## src/rtl/lvds_ddr_tx.sv

```systemverilog
// DDR LVDS transmit word path: 2-entry input FIFO, training/idle insertion, lane bit split.
// Optional PRBS-15 generator in RUN is enabled by defining LVDS_TX_PRBS_EN.
//
// state | meaning
// RST   | held in reset; lanes quiet, forwarded clock off, input not ready
// TRAIN | TRAIN_PATTERN sent every cycle while the down-counter runs to 0
// RUN   | FIFO head (or IDLE_PATTERN when empty) sent every cycle
module lvds_ddr_tx #(
    parameter logic [15:0] TRAIN_PATTERN = 16'hA55A,
    parameter int          TRAIN_CYCLES  = 64,
    parameter logic [15:0] IDLE_PATTERN  = 16'h0000
) (
    input  logic        clk,
    input  logic        rst_n,
    input  logic [15:0] in_data,
    input  logic        in_valid,
    output logic        in_ready,
    input  logic        train_req,
`ifdef LVDS_TX_PRBS_EN
    input  logic        prbs_sel,
`endif
    output logic [7:0]  lane_rise,
    output logic [7:0]  lane_fall,
    output logic        clk_fwd_en,
    output logic        train_done,
    output logic [15:0] underrun_cnt
);

    localparam int CW = (TRAIN_CYCLES > 1) ? $clog2(TRAIN_CYCLES) : 1;
    localparam logic [CW-1:0] CNT_LOAD = CW'(TRAIN_CYCLES - 1);

    typedef enum logic [1:0] {
        ST_RST   = 2'd0,
        ST_TRAIN = 2'd1,
        ST_RUN   = 2'd2
    } state_t;

    state_t        state_q, state_d;
    logic [CW-1:0] cnt_q, cnt_d;
    logic [15:0]   word_q, word_d;
    logic [15:0]   underrun_q, underrun_d;
    logic          in_ready_q, in_ready_d;
    logic [15:0]   mem_q [2];
    logic [15:0]   mem_d [2];
    logic          wr_ptr_q, wr_ptr_d;
    logic          rd_ptr_q, rd_ptr_d;
    logic [1:0]    count_q, count_d;
    logic          push;
    logic          pop;
    logic          load_run;
`ifdef LVDS_TX_PRBS_EN
    localparam logic [14:0] LFSR_SEED = 15'h7FFF;
    logic [14:0]   lfsr_q, lfsr_d;
`endif

    always_comb begin
        state_d    = state_q;
        cnt_d      = cnt_q;
        word_d     = word_q;
        underrun_d = underrun_q;
        load_run   = 1'b0;
        pop        = 1'b0;
`ifdef LVDS_TX_PRBS_EN
        lfsr_d     = lfsr_q;
`endif

        case (state_q)
            ST_RST: begin
                state_d = ST_TRAIN;
                cnt_d   = CNT_LOAD;
                word_d  = TRAIN_PATTERN;
            end
            ST_TRAIN: begin
                word_d = TRAIN_PATTERN;
                if (train_req) begin
                    cnt_d = CNT_LOAD;
                end else if (cnt_q == '0) begin
                    state_d  = ST_RUN;
                    load_run = 1'b1;
                end else begin
                    cnt_d = cnt_q - 1'b1;
                end
            end
            ST_RUN: begin
                if (train_req) begin
                    state_d = ST_TRAIN;
                    cnt_d   = CNT_LOAD;
                    word_d  = TRAIN_PATTERN;
                end else begin
                    load_run = 1'b1;
                end
            end
            default: state_d = ST_RST;
        endcase

        // Payload selection for a RUN word; overrides the TRAIN load on the last TRAIN cycle.
`ifdef LVDS_TX_PRBS_EN
        if (load_run && prbs_sel) begin
            word_d = {1'b0, lfsr_q};
            lfsr_d = {lfsr_q[13:0], lfsr_q[14] ^ lfsr_q[13]};
        end else
`endif
        if (load_run) begin
            if (count_q != 2'd0) begin
                pop    = 1'b1;
                word_d = mem_q[rd_ptr_q];
            end else begin
                word_d = IDLE_PATTERN;
                if (underrun_q != 16'hFFFF) begin
                    underrun_d = underrun_q + 16'd1;
                end
            end
        end

`ifdef LVDS_TX_PRBS_EN
        if (state_d != ST_RUN) begin
            lfsr_d = LFSR_SEED;
        end
`endif
    end

    always_comb begin
        push     = in_valid && in_ready_q;
        mem_d    = mem_q;
        wr_ptr_d = wr_ptr_q;
        rd_ptr_d = rd_ptr_q;
        count_d  = count_q;
        if (push) begin
            mem_d[wr_ptr_q] = in_data;
            wr_ptr_d        = ~wr_ptr_q;
        end
        if (pop) begin
            rd_ptr_d = ~rd_ptr_q;
        end
        case ({push, pop})
            2'b10:   count_d = count_q + 2'd1;
            2'b01:   count_d = count_q - 2'd1;
            default: count_d = count_q;
        endcase
        // Ready is registered from next occupancy, so a full FIFO never sees a write.
        in_ready_d = (state_d != ST_RST) && (count_d != 2'd2);
    end

    always_ff @(posedge clk or negedge rst_n) begin
        if (!rst_n) begin
            state_q    <= ST_RST;
            cnt_q      <= '0;
            word_q     <= 16'h0000;
            underrun_q <= 16'h0000;
            in_ready_q <= 1'b0;
            mem_q[0]   <= 16'h0000;
            mem_q[1]   <= 16'h0000;
            wr_ptr_q   <= 1'b0;
            rd_ptr_q   <= 1'b0;
            count_q    <= 2'd0;
        end else begin
            state_q    <= state_d;
            cnt_q      <= cnt_d;
            word_q     <= word_d;
            underrun_q <= underrun_d;
            in_ready_q <= in_ready_d;
            mem_q      <= mem_d;
            wr_ptr_q   <= wr_ptr_d;
            rd_ptr_q   <= rd_ptr_d;
            count_q    <= count_d;
        end
    end

`ifdef LVDS_TX_PRBS_EN
    always_ff @(posedge clk or negedge rst_n) begin
        if (!rst_n) begin
            lfsr_q <= LFSR_SEED;
        end else begin
            lfsr_q <= lfsr_d;
        end
    end
`endif

    genvar gi;
    generate
        for (gi = 0; gi < 8; gi++) begin : g_lane
            assign lane_rise[gi] = word_q[2*gi];
            assign lane_fall[gi] = word_q[2*gi+1];
        end
    endgenerate

    assign in_ready     = in_ready_q;
    assign clk_fwd_en   = (state_q != ST_RST);
    assign train_done   = (state_q == ST_RUN);
    assign underrun_cnt = underrun_q;

endmodule

```

## config.mk

```make
export PLATFORM = sky130hd
export DESIGN_NAME = lvds_ddr_tx
export DESIGN_NICKNAME = d
export VERILOG_FILES = /design/src/rtl/lvds_ddr_tx.sv
export SDC_FILE = /design/constraint.sdc
export NUM_CORES = 1
export LEC_CHECK = 0
export ABC_AREA = 1
export CELL_PAD_IN_SITES_DETAIL_PLACEMENT = 0
export CELL_PAD_IN_SITES_GLOBAL_PLACEMENT = 2
export CORE_ASPECT_RATIO = 0.7
export CORE_MARGIN = 10
export CORE_UTILIZATION = 30
export DETAILED_ROUTE_END_ITERATION = 10
export PLACE_DENSITY = 0.76
export SLEW_MARGIN = 5
export SYNTH_ARGS = -nofsm -noshare
export SYNTH_HDL_FRONTEND = slang
export SYNTH_SLANG_ARGS = --single-unit
export TNS_END_PERCENT = 30
```

## constraint.sdc

```tcl
create_clock -name clk -period 1.9 [get_ports clk]
set_input_delay 0.38 -clock clk [delete_from_list [all_inputs] [get_ports clk]]
set_output_delay 0.38 -clock clk [all_outputs]
set_load 0.05 [all_outputs]
```

==> impl_metrics.py, run 1 <==
metrics = {
    "power_and_ir_drop": {
        "p_leak_uw": 0.00261,
        "p_sw_frac": 0.331,
        "peakVddDrop_v": 0.000455,
        "seqPwrFrac": 0.403,
        "finalPower_uw": 5700,
        "net-switching-power_uw": 1890,
        "power_density_nw_per_um2": 1090,
        "power_frac_comb": 0.293,
        "power_frac_clock": 0.304,
        "p_int_uw": 3810,
    },
    "logic_synthesis": {
        "yosysWarningCount": 0,
        "synth_top_flop_cell": "dfrtp_1",
        "synth-seq-area-share": 0.493,
        "synth_edf_count": 0,
        "syn_area_per_cell_sq_um": 8.46,
        "synth.distinct_cells": 33,
        "ys_ff_latch": 77,
        "syn_area_sq_um": 3910,
        "synth-async-reset-ratio": 1.00,
        "synth_fp_nets": 491,
        "netlist_instances": 462,
    },
    "grt": {
        "track_usage": 0.116,
        "overflow": 0,
        "antenna_found_initial": 0,
        "grt_pass1_vias": 3268,
        "grt_max_degree": 45,
        "grt_pass1_wl_um": 16700,
    },
    "job": {
        "maxCapViolCount": 0,
    },
    "timing": {
        "clock_skew_ns": 0.0127,
        "min_period_ns": 1.91,
        "setup_viol": 1,
        "final-hold-violation-count": 0,
        "fmaxAchievable_ghz": 0.522,
        "slew_viol_final": 0,
        "tightest_slew_ns": 0.523,
        "worst_slack_ns": -0.0144,
        "min_period_over_period": 1.01,
        "grt_setup_unrepaired": "true",
        "relSlewSlack": 0.649,
    },
    "placed_design": {
        "dp_hpwl_um": 7090,
        "place_area_sq_um": 4830,
        "dp_cells": 688,
        "preCtsSetupSlack_ns": -0.381,
        "routabilityCongestion": 0.801,
        "io_buffers": 54,
    },
    "die": {
        "start_util": 0.310,
        "io_pins": 55,
        "die_area_sq_um": 18100,
        "die_y_um": 115,
        "fp.coreArea_sq_um": 12600,
        "row_count": 34,
        "fp.dieW_um": 156,
    },
    "critical_path": {
        "critical_path_class": "in2reg",
        "required_ns": 2.11,
        "crit_arrival_ns": 2.13,
        "cp-end-kind": "flip-flop",
        "reg2reg_from": "cnt_q[1]$_DFFE_PN0P_",
        "r2r-end": "in_ready$_DFF_PN0_",
        "r2r_cells": 13,
        "cp_max_fo": 3,
        "worstSetupStartpointType": "input pin",
        "ff2ff_setup_slack_ns": 0,
    },
    "drt": {
        "drtIter0Drc": 137,
        "top_layer_used": "met4",
        "wl_met2_um": 4370,
        "first_pass_iters": 4,
        "wl_per_cell_um": 14.0,
        "wl_met1_um": 5050,
        "ant_nets": 0,
        "drc": 0,
        "routed_wl_um": 9960,
        "wl_met3_um": 444,
        "via_per_inst": 4.52,
        "vias": 3208,
    },
    "clocking": {
        "path_clk_slew_ns": 0.06,
        "clockBufferDepth": 2,
        "cts_sinks": 77,
        "htree_levels": 3,
        "root_buffer": "clkbuf_16",
        "cts_tree": "yes",
        "clk_latency_ns": 0.34,
        "cts_buffers": 9,
    },
    "layout": {
        "syn_to_final_growth_pct": 33.3,
        "nets": 573,
        "stdcell_area_sq_um": 5210,
        "layoutNonFillerInstCount": 710,
        "final_util": 0.413,
        "antenna_cells": 0,
        "drive_gt1_frac": 0.246,
    },
    "worst_hold_path": {
        "hold_path.class": "in2async",
    },
    "run_status": {
        "violations": "negative setup slack",
        "outcome": "complete, but fails checks",
    },
}
-- synthesized netlist by cell type, types with 2 or more instances --
master    count  share of area
nand2_1     118           0.11
dfrtp_1      77           0.49
o21ai_0      49          0.063
inv_1        47          0.045
nor2_1       41          0.039
o21ai_1      17          0.022
o22ai_1      16          0.026
clkbuf_1     11          0.011
nand2_4      11          0.032
nand3_1      10          0.013
ha_1          9          0.029
nand2_2       9          0.014
xor2_1        7          0.016
xnor2_1       6          0.013
a21oi_1       4         0.0051
inv_2         4         0.0038
nand4_1       4         0.0064
buf_2         3         0.0038
nor2_2        3         0.0048
nand4_4       2          0.011
nor2_4        2         0.0058
-- power groups by stage --
| stage | sequential (uW) | combinational, uW | clock, uW |
|---|---|---|---|
| global route | 2350 | 1890 | 1860 |
| CTS | 2290 | 1670 | 1790 |
| global placement | 2310 | 1580 | 0 |
| detailed placement | 2320 | 1620 | 0 |
| floorplan | 2310 | 1020 | 0 |
| finish | 2300 | 1670 | 1730 |
-- cell usage in the layout (no fill, tap or decap), drive strengths merged, types with 2 or more instances in the layout --
cell type / netlist / routed
nand2: 138 / 138
dfrtp: 77 / 77
buf: 6 / 69
o21ai: 66 / 66
inv: 51 / 53
nor2: 47 / 47
clkdlybuf4s50: 0 / 18
o22ai: 16 / 16
nand3: 12 / 12
clkbuf: 11 / 9
ha: 9 / 9
xor2: 7 / 7
nand4: 6 / 6
xnor2: 6 / 6
a21oi: 4 / 4
clkinvlp: 0 / 2
-- final cells by class --
cell class              instances  area [sq um]
repair buffers                 88           783
multi-input cells             317          1800
clock buffers                   9           225
fillers                      1265          7390
well taps                     162           203
flip-flops and latches         77          1930
clock inverters                 6          71.3
inverters                      51           191
-- cells by family after synthesis --
logic type,share of synthesized area
flip-flops,0.493
AO/OA/AOI/OAI,0.119
XOR/XNOR,0.0291
AND/OR/NAND/NOR,0.258
adder cells (fa/ha/maj),0.0288
buffers and inverters,0.0714
-- critical path, cell delays in order --
cell	delay, ns
clkdlybuf4s50_1	0.51
nor2_4	0.17
nand4_4	0.10
nand2_4	0.10
nand2_4	0.05
nor2_4	0.13
ha_4	0.22
a21oi_2	0.11
o21ai_2	0.08
xnor2_2	0.19
a21oi_2	0.08
-- per-layer routing --
metal / vias up / track usage
met5: - / 0
li1: 1640 / -
met3: 9 / 0.0348
met4: 0 / 0.0376
met2: 53 / 0.178
met1: 1506 / 0.153
-- flip-flops by register name (all words and copies together), names as in the netlist --
signal,cells
state_q,2
word_q,16
in_ready,1
cnt_q,6
wr_ptr_q,1
count_q,2
mem_q,32
rd_ptr_q,1
underrun_cnt,16
-- through the flow --
| stage | TNS [ns] | hold WS [ns] |
|---|---|---|
| after global placement | -1.25 | 0.262 |
| after CTS | 0 | 0.455 |
| after floorplan | -0.151 | 0.0844 |
| after global routing | -0.818 | 0.485 |
| final | -0.0144 | 0.457 |
| after detailed placement | -2.36 | 0.262 |
-- how the worst max path moves through the flow --
| stage | slack [ns] | endpoint | cells after the start | startpoint |
|---|---|---|---|---|
| after floorplan | -0.06 | in_ready$_DFF_PN0_ | 11 | state_q[0]$_DFF_PN0_ |
| after global placement | -0.29 | in_ready$_DFF_PN0_ | 11 | train_req |
| after detailed placement | -0.38 | in_ready$_DFF_PN0_ | 11 | train_req |
| after CTS | 0.01 | in_ready$_DFF_PN0_ | 13 | cnt_q[0]$_DFFE_PN0P_ |
| after global routing | -0.14 | in_ready$_DFF_PN0_ | 13 | cnt_q[0]$_DFFE_PN0P_ |
| final | -0.01 | in_ready$_DFF_PN0_ | 11 | train_req |
-- repair_timing --
action	4_1_cts	5_1_grt
buffers inserted	4	2
hold buffers	1	0
pin swaps	5	4
endpoints found under the setup margin	1	2
hold endpoints to repair	14	0
gates resized for setup	2	2
Note: power is estimated with default switching activity, not from simulation.
==> inputs of run 2 (changes only) <==
--- a/config.mk
+++ b/config.mk
@@ -11,6 +11,7 @@
 export CORE_ASPECT_RATIO = 0.7
 export CORE_MARGIN = 10
 export CORE_UTILIZATION = 30
+export CTS_CLUSTER_SIZE = 40
 export DETAILED_ROUTE_END_ITERATION = 10
 export PLACE_DENSITY = 0.76
 export SLEW_MARGIN = 5
==> results of run 2 <==
No change in the layout: final DEF, timing and power equal those of run 1.
==> inputs of run 3 (changes only) <==
--- a/config.mk
+++ b/config.mk
@@ -5,15 +5,15 @@
 export SDC_FILE = /design/constraint.sdc
 export NUM_CORES = 1
 export LEC_CHECK = 0
-export ABC_AREA = 1
+export CAP_MARGIN = 20
 export CELL_PAD_IN_SITES_DETAIL_PLACEMENT = 0
 export CELL_PAD_IN_SITES_GLOBAL_PLACEMENT = 2
 export CORE_ASPECT_RATIO = 0.7
 export CORE_MARGIN = 10
-export CORE_UTILIZATION = 30
+export CORE_UTILIZATION = 32
 export CTS_CLUSTER_SIZE = 40
 export DETAILED_ROUTE_END_ITERATION = 10
-export PLACE_DENSITY = 0.76
+export PLACE_DENSITY = 0.74
 export SLEW_MARGIN = 5
 export SYNTH_ARGS = -nofsm -noshare
 export SYNTH_HDL_FRONTEND = slang
==> constraint.sdc (replaced) <==
create_clock -name clk -period 1.9 [get_ports clk]
set_input_delay 0.38 -clock clk [delete_from_list [all_inputs] [get_ports clk]]
set_output_delay 0.38 -clock clk [all_outputs]
set_load 0.01 [all_outputs]
==> run 3 against run 2 <==
Against the previous run: the run still ends with negative setup slack left; final cell count decreased by 25%; hold slack got worse by 0.45 ns; sequential share of layout area increased by 1.8 points; fmax decreased by 12%; die area decreased by 14%; clock-buffer cell count increased by 2; critical endpoint unchanged; largest cell class unchanged; largest power group unchanged; highest routed layer unchanged.
==> impl_metrics.py, run 3 <==
metrics = {
    "timing": {
        "slew_viol_final": 0,
        "setup_viol": 19,
        "relSlewSlack": 0.509,
        "timing.hold.ws_ns": 0.00801,
        "grt_setup_unrepaired": "true",
        "min_period_over_period": 1.14,
        "final-hold-violation-count": 0,
        "fmaxAchievable_ghz": 0.460,
        "clock_skew_ns": 0.00907,
        "min_period_ns": 2.17,
        "tightest_slew_ns": 0.736,
        "worst_slack_ns": -0.272,
    },
    "critical_path": {
        "r2r_cells": 11,
        "cp_max_fo": 3,
        "cp-end-kind": "flip-flop",
        "reg2reg_from": "state_q[1]$_DFF_PN0_",
        "cp-startpoint": "state_q[1]$_DFF_PN0_",
        "worstSetupStartpointType": "flip-flop",
        "crit_arrival_ns": 2.38,
        "critical_path_class": "reg2reg",
        "ff2ff_setup_slack_ns": -0.27,
        "r2r-end": "in_ready$_DFF_PN0_",
        "required_ns": 2.11,
    },
    "clocking": {
        "cts_sinks": 77,
        "holdBufCountCts": 0,
        "htree_levels": 3,
        "clk_latency_ns": 0.33,
        "cts_buffers": 9,
        "cts_tree": "yes",
        "root_buffer": "clkbuf_16",
        "clockBufferDepth": 2,
        "path_clk_slew_ns": 0.06,
    },
    "layout": {
        "drive_gt1_frac": 0.245,
        "antenna_cells": 0,
        "syn_to_final_growth_pct": 42.3,
        "final_common_cell": "dfrtp_1",
        "largest_register_ffs": 32,
        "seqCellArea_sq_um": 1930,
        "nets": 412,
        "mostFrequentLayoutCells": "dfrtp_1 (76), clkdlybuf4s50_1 (51), buf_4 (42), mux2_1 (33), nand2_1 (21)",
        "fillers": 955,
        "regMostFlops": "mem_q",
        "multi_input_area_sq_um": 1570,
    },
    "logic_synthesis": {
        "synth_top_flop_cell": "dfrtp_1",
        "netlist_instances": 282,
        "synth_top_area_cell": "dfrtp_1",
        "yosysWarningCount": 0,
        "syn_area_per_cell_sq_um": 12.4,
        "ys_ff_latch": 77,
        "synth.distinct_cells": 32,
        "yosys-top-cells-count": "dfrtp_1 (77), mux2_1 (34), nand2_1 (22)",
        "yosys.cell_count.top_type": "dfrtp_1",
        "synth_top_cell_area_share": 0.552,
        "synth_edf_count": 0,
        "synth_area_leaders": "dfrtp_1 (55%), mux2_1 (11%), mux2i_1 (5.4%), ha_1 (3.2%), xnor2_1 (3.0%)",
        "synth_fp_nets": 311,
        "synth-async-reset-ratio": 1.00,
        "syn_area_sq_um": 3490,
        "synth-seq-area-share": 0.552,
    },
    "drt": {
        "routed_wl_um": 8060,
        "via_per_inst": 4.56,
        "drtIter0Drc": 144,
        "ant_nets": 0,
        "vias": 2444,
        "drc": 0,
        "first_pass_iters": 4,
        "wl_per_cell_um": 15.0,
    },
    "die": {
        "die_area_sq_um": 15500,
        "io_pins": 55,
        "die_y_um": 107,
        "fp.coreArea_sq_um": 10500,
        "fp.dieW_um": 145,
        "row_count": 31,
        "start_util": 0.332,
    },
    "grt": {
        "antenna_found_initial": 0,
        "grt_pass1_wl_um": 13300,
        "grt_pass1_vias": 2622,
        "overflow": 0,
        "track_usage": 0.106,
        "grt_max_degree": 35,
    },
    "job": {
        "maxCapViolCount": 0,
    },
    "power_and_ir_drop": {
        "peakVddDrop_v": 0.000526,
        "power_density_nw_per_um2": 993,
        "p_leak_uw": 0.00206,
        "finalPower_uw": 4930,
    },
    "placed_design": {
        "io_buffers": 54,
        "dp_hpwl_um": 5700,
        "routabilityCongestion": 0.809,
    },
    "worst_hold_path": {
        "hold_path.class": "in2async",
    },
    "run_status": {
        "outcome": "complete, but fails checks",
        "violations": "negative setup slack",
    },
}
==> run 3: worst max path at each step <==
stage                    endpoint  slack (ns)  cells past startpoint
2_1_floorplan  in_ready$_DFF_PN0_       -0.33                     12
3_3_place_gp   in_ready$_DFF_PN0_       -0.41                     10
3_5_place_dp   in_ready$_DFF_PN0_       -0.47                      9
4_1_cts        in_ready$_DFF_PN0_       -0.18                     10
5_1_grt        in_ready$_DFF_PN0_       -0.35                     11
6_report       in_ready$_DFF_PN0_       -0.27                     11
==> run 3: final cells by class <==
class                   instances  area share
clock buffers                  11      0.0489
inverters                       8     0.00605
repair buffers                101       0.192
clock inverters                 5      0.0118
multi-input cells             186       0.315
flip-flops and latches         77       0.388
well taps                     148      0.0373
==> run 3: per-stage QoR <==
stage | utilization | worst slack, ns | std cells | area (sq um) | TNS, ns
after CTS | 0.466 | -0.180 | 533 | 4900 | -0.674
after detailed placement | 0.433 | -0.470 | 513 | 4550 | -8.11
after global placement | 0.433 | -0.406 | 513 | 4550 | -7.16
after global routing | 0.472 | -0.351 | 536 | 4960 | -4.44
after floorplan | - | -0.333 | 282 | 3530 | -0.771
final | 0.472 | -0.272 | 536 | 4960 | -2.55
==> run 3: kinds of logic after synthesis <==
kind of cell               count (synthesis)  share of synthesized area
AOI/OAI and AO/OA                         29                     0.0520
xor gates and xnor gates                  18                     0.0452
adders and majority gates                  9                     0.0323
buffers and inverters                     19                     0.0258
DFF                                       77                      0.552
muxes                                     61                      0.190
and+or+nand+nor                           69                      0.103
==> run 3: power breakdown <==
| part | switching, uW | internal [uW] | leakage [uW] |
|---|---|---|---|
| logic | 432 | 522 | 0.00101 |
| clock network | 671 | 1060 | 0.000142 |
| registers | 212 | 2040 | 0.000910 |
==> run 3: repair_timing <==
| item | in CTS | in global routing |
|---|---|---|
| endpoints found under the setup margin | 13 | 35 |
| pin swaps | 4 | 8 |
| resized for setup | 6 | 10 |
| setup buffers | 4 | 3 |
| hold endpoints to repair | 0 | 0 |
==> run 3: worst max-delay path, stage by stage, from the launching register on <==
cell and delay [ns]:
dfrtp_1 0.39, inv_2 0.07, ha_4 0.16, and4bb_2 0.25
a21oi_4 0.19, nor2b_2 0.06, and2b_2 0.22, ha_4 0.16
xnor2_2 0.12, nor2_2 0.12, xor2_1 0.21, a21oi_1 0.10
==> run 3: metal layers <==
metal / track usage / vias up / wire length [um]
met5: 0 / - / 0
met4: 0.0345 / 0 / 108
met3: 0.0340 / 9 / 402
met2: 0.169 / 38 / 3740
met1: 0.134 / 1213 / 3800
li1: - / 1184 / -
